**config.mk**
```make
export PLATFORM = sky130hd
export DESIGN_NAME = barrel_shifter_rr_scheduler
export DESIGN_NICKNAME = d
export VERILOG_FILES = /design/src/rtl/barrel_shifter_rr_scheduler.sv
export SDC_FILE = /design/constraint.sdc
export NUM_CORES = 1
export LEC_CHECK = 0
export BUFFER_PORTS_ARGS = -buffer_cell sky130_fd_sc_hd__buf_2
export CORE_AREA = 2 2 68 70
export DETAILED_ROUTE_END_ITERATION = 7
export DIE_AREA = 0 0 70 72
export PLACE_DENSITY = 0.81
export SYNTH_ARGS = -nofsm -noshare
export SYNTH_HDL_FRONTEND = slang
export SYNTH_SLANG_ARGS = --single-unit
```
**constraint.sdc**
```tcl
create_clock -name clk -period 1.5 [get_ports clk]
set_input_delay 0.3 -clock clk [delete_from_list [all_inputs] [get_ports clk]]
set_output_delay 0.3 -clock clk [all_outputs]
set_load 0.1 [all_outputs]
```
**src/rtl/barrel_shifter_rr_scheduler.sv**
```systemverilog
// Two-requester round-robin scheduler in front of one shared 8-bit rotator.
// Each operation walks IDLE -> EXEC -> RESP. The response port is fully
// registered, so no input reaches rsp_* combinationally.
module barrel_shifter_rr_scheduler #(
  parameter int FIRST_PRIO = 0,
  parameter int CNT_W      = 8
) (
  input  logic             clk,
  input  logic             reset,
  input  logic             req0_valid,
  output logic             req0_ready,
  input  logic [7:0]       req0_data,
  input  logic [2:0]       req0_amt,
  input  logic             req0_dir,
  input  logic             req1_valid,
  output logic             req1_ready,
  input  logic [7:0]       req1_data,
  input  logic [2:0]       req1_amt,
  input  logic             req1_dir,
  output logic             rsp_valid,
  input  logic             rsp_ready,
  output logic [7:0]       rsp_data,
  output logic             rsp_id,
  output logic             busy,
  output logic [CNT_W-1:0] op_count
);

  typedef enum logic [1:0] {S_IDLE, S_EXEC, S_RESP} state_t;

  // last_grant starts as the non-priority side so FIRST_PRIO wins the first tie
  localparam logic LAST_GRANT_RST = (FIRST_PRIO == 0) ? 1'b1 : 1'b0;

  state_t           r_state;
  state_t           w_state_next;
  logic             r_last_grant;
  logic [7:0]       r_data;
  logic [2:0]       r_amt;
  logic             r_dir;
  logic             r_id;
  logic             r_rsp_valid;
  logic [7:0]       r_rsp_data;
  logic             r_rsp_id;
  logic [CNT_W-1:0] r_op_count;

  logic             w_any_valid;
  logic             w_winner;
  logic             w_idle;
  logic             w_accept;
  logic [15:0]      w_dbl;
  logic [15:0]      w_shr;
  logic [15:0]      w_shl;
  logic [7:0]       w_rot;

  assign w_idle      = (r_state == S_IDLE);
  assign w_any_valid = req0_valid | req1_valid;
  assign w_accept    = w_idle & w_any_valid;

  // Arbitration: a lone requester wins; on a tie the side not granted last wins
  always_comb begin
    w_winner = 1'b0;
    if (req0_valid && req1_valid) begin
      w_winner = ~r_last_grant;
    end else if (req1_valid) begin
      w_winner = 1'b1;
    end
  end

  assign req0_ready = w_idle & ~w_winner & req0_valid;
  assign req1_ready = w_idle &  w_winner & req1_valid;

  // Rotation on a doubled word: right uses the low byte of a right shift,
  // left uses the high byte of a left shift
  assign w_dbl = {r_data, r_data};
  assign w_shr = w_dbl >> r_amt;
  assign w_shl = w_dbl << r_amt;
  assign w_rot = r_dir ? w_shr[7:0] : w_shl[15:8];

  // State register
  always_ff @(posedge clk or posedge reset) begin
    if (reset) begin
      r_state <= S_IDLE;
    end else begin
      r_state <= w_state_next;
    end
  end

  // Next-state logic
  always_comb begin
    w_state_next = r_state;
    case (r_state)
      S_IDLE: if (w_any_valid) w_state_next = S_EXEC;
      S_EXEC: w_state_next = S_RESP;
      S_RESP: if (rsp_ready) w_state_next = S_IDLE;
      default: w_state_next = S_IDLE;
    endcase
  end

  // Capture the winning operand set and remember who was granted
  always_ff @(posedge clk or posedge reset) begin
    if (reset) begin
      r_data       <= 8'd0;
      r_amt        <= 3'd0;
      r_dir        <= 1'b0;
      r_id         <= 1'b0;
      r_last_grant <= LAST_GRANT_RST;
    end else if (w_accept) begin
      r_data       <= w_winner ? req1_data : req0_data;
      r_amt        <= w_winner ? req1_amt  : req0_amt;
      r_dir        <= w_winner ? req1_dir  : req0_dir;
      r_id         <= w_winner;
      r_last_grant <= w_winner;
    end
  end

  // Response register and completed-operation counter
  always_ff @(posedge clk or posedge reset) begin
    if (reset) begin
      r_rsp_valid <= 1'b0;
      r_rsp_data  <= 8'd0;
      r_rsp_id    <= 1'b0;
      r_op_count  <= '0;
    end else if (r_state == S_EXEC) begin
      r_rsp_valid <= 1'b1;
      r_rsp_data  <= w_rot;
      r_rsp_id    <= r_id;
    end else if (r_state == S_RESP && rsp_ready) begin
      r_rsp_valid <= 1'b0;
      r_op_count  <= r_op_count + 1'b1;
    end
  end

  assign rsp_valid = r_rsp_valid;
  assign rsp_data  = r_rsp_data;
  assign rsp_id    = r_rsp_id;
  assign busy      = ~w_idle;
  assign op_count  = r_op_count;

endmodule

```
==> impl_metrics.py <==
metrics = {
    "outcome": {
        "status": "finished, violations left",
        "violations": "negative setup slack",
    },
    "die": {
        "core_area_um2": 4264,
        "die_h_um": 72,
        "ios": 50,
        "die_w_um": 70,
        "die_area_um2": 5040,
        "rows": 24,
        "initial_core_util_pct": 46.63,
    },
    "route": {
        "viasPerCell": 5.790,
        "routed_wl_um": 5049,
        "routedWlPerCell_um": 16.08,
        "drc": 0,
        "vias": 1818,
        "antenna_left": 0,
        "drtIter0Drc": 196,
        "dr.pass1.iters": 4,
    },
    "setup_path": {
        "r2r-start": "r_amt[1]",
        "worstPathRequired_ps": 1200,
        "ff2ff_setup_slack_ps": -50,
        "setup.worst_path.start_class": "flop",
        "worstPathArrival_ps": 1260,
        "cp_max_fo": 4,
        "r2r-end": "rsp_data[7]",
        "path_class": "flop to primary output",
        "worstSetupEndpointType": "primary output",
        "r2r_cells": 4,
        "cp-startpoint": "r_state[0]",
    },
    "synth": {
        "yosysWarnings": 0,
        "synth_edf_count": 0,
        "syn_avg_cell_area_um2": 10.30,
        "synth_area_leaders": "dfrtp_1, mux2i_1, o22ai_1, mux4_2, nand2_1",
        "synth_top_area_cell": "dfrtp_1",
        "netlist_area_um2": 1988,
        "synth_nets": 223,
        "seq_area_frac_synth_pct": 42.86,
        "synthArstFlopShare_pct": 100.0,
        "syn_inst": 193,
        "yosysUniqueCellTypes": 33,
        "ys_ff_latch": 34,
        "synth_ff_type": "dfrtp_1",
        "synth.top_cell.area_share_pct": 41.54,
    },
    "timing": {
        "setup_viol": 8,
        "fin_worst_skew_ps": 3.254,
        "final-max-slew-violation-count": 0,
        "tightest_slew_ps": 500.2,
        "fin_ws_ps": -57.31,
        "fin_crit_ps": 1557,
        "final_hold_viol_count": 0,
        "slew_headroom_pct": 66.88,
        "fmax_mhz": 642.1,
        "period_share_pct": 103.8,
        "holdWs_ps": 81.63,
        "rsz0062_at_grt": "yes",
    },
    "clock_tree": {
        "clock_path_buffers": 2,
        "htree_levels": 2,
        "cts_made_buffers": 5,
        "root_buffer": "clkbuf_8",
        "clock_latency_ps": 290,
        "cts_hold_buf": 0,
        "cts_tree": "yes",
        "clkTransAtPathRegs_ps": 70,
        "cts_num_sinks": 34,
    },
    "global_route": {
        "grt_usage_pct": 19.46,
        "grt_max_degree": 35,
        "grt_pass1_wl_um": 7672,
        "grt_overflow": 0,
        "antenna_found_initial": 0,
        "grt_pass1_vias": 1634,
    },
    "cells_and_area": {
        "regArea_um2": 867.1,
        "multiInputGateArea_um2": 1175,
        "area_growth_pct": 36.50,
        "drive_above_1_share_pct": 46.95,
        "nNetsFinal": 291,
        "fill_cells": 343,
        "n_antenna_cell": 0,
    },
    "placed_design": {
        "io_buffers": 49,
        "gp_congestion": 0.9727,
        "dp_hpwl_um": 3420,
    },
    "flow_run": {
        "max_cap_violations": 0,
    },
    "hold_path": {
        "hp-class": "primary input to asynchronous set/reset pin",
    },
}
[logic make-up after synthesis]
group                    synth area share [%]
multiplexers                            22.28
XOR/XNOR                                3.084
AO/OA/AOI/OAI                           16.55
adder cells (fa/ha/maj)                0.6292
buffers and inverters                   4.342
AND/OR/NAND/NOR                         10.26
flip-flops                              42.86
[what timing repair did]
item                       CTS  global route
pin swaps                    3             2
gates resized for setup     13            16
setup endpoints to repair   10            13
gates cloned                 0             1
setup buffers                3             4
[cell usage in the layout (no fill, tap or decap), types with 6 or more instances in the layout]
cell,n
buf_2,46
dfrtp_1,25
mux2i_1,23
nand2_1,21
buf_4,21
o22ai_1,14
o21ai_0,13
mux2i_2,8
o32ai_1,6
clkbuf_8,6
dfrtp_2,6
[metal layers]
metal | global-route usage, % | wire, um
met1 | 25.09 | 2061
met2 | 31.75 | 2458
met5 | 0 | 0
met3 | 4.167 | 381
met4 | 8.974 | 148
[stage by stage]
step | cells | cell area [um^2] | TNS [ps] | util, % | setup slack, ps
floorplan | 193 | 2011 | -128.4 | - | -128.4
global placement | 298 | 2421 | 0 | 56.78 | 17.25
detailed placement | 298 | 2421 | -178.1 | 56.78 | -67.79
CTS | 309 | 2590 | -203.9 | 60.74 | -51.67
global route | 314 | 2714 | -830.8 | 63.64 | -108.4
finish | 314 | 2714 | -241.6 | 63.64 | -57.31
[cell usage after synthesis, types with 2 or more instances]
cell type and instances:
nand2_1 23, o22ai_1 16, o32ai_1 8, nand2b_1 6, buf_2 2, nor2_1 6, a31oi_1 3, mux2i_1 33
nand3_1 5, clkbuf_1 7, a21oi_1 5, dfrtp_1 33, inv_1 4, o21ai_0 13, mux2_2 2, mux4_2 4
xor2_1 3, xnor2_1 4, a21o_1 2
[critical path: stages (launching register included)]
cell     delay (ps)
dfrtp_1         410
nor2_4          180
nand2_2          90
nor2_4          100
buf_12          180
[worst max-delay path by stage]
stage / endpoint / slack, ps / cells after the start
after global routing: rsp_data[2] / -110 / 6
after global placement: rsp_data[4] / 20 / 5
final: req0_ready / -60 / 4
after floorplan: req0_ready / -130 / 3
after detailed placement: rsp_data[6] / -70 / 5
after CTS: req0_ready / -50 / 4
[registers in the layout (all words and copies together) (netlist names)]
register,flops
op_count,8
r_last_grant,1
r_data,8
r_state,2
rsp_valid,1
r_amt,3
rsp_data,8
rsp_id,1
r_id,1
r_dir,1
[final cells by class]
class	instances	area share (%)
Clock buffer	6	3.043
Clock inverter	2	0.4610
Inverter	5	0.6916
Multi-Input combinational cell	143	43.29
Sequential cell	34	31.95
Tap cell	52	2.397
Timing Repair Buffer	72	18.17
Power is left out: the tool's default activity adds up to more than one toggle a clock period on the data nets, which glitch-free logic cannot reach.
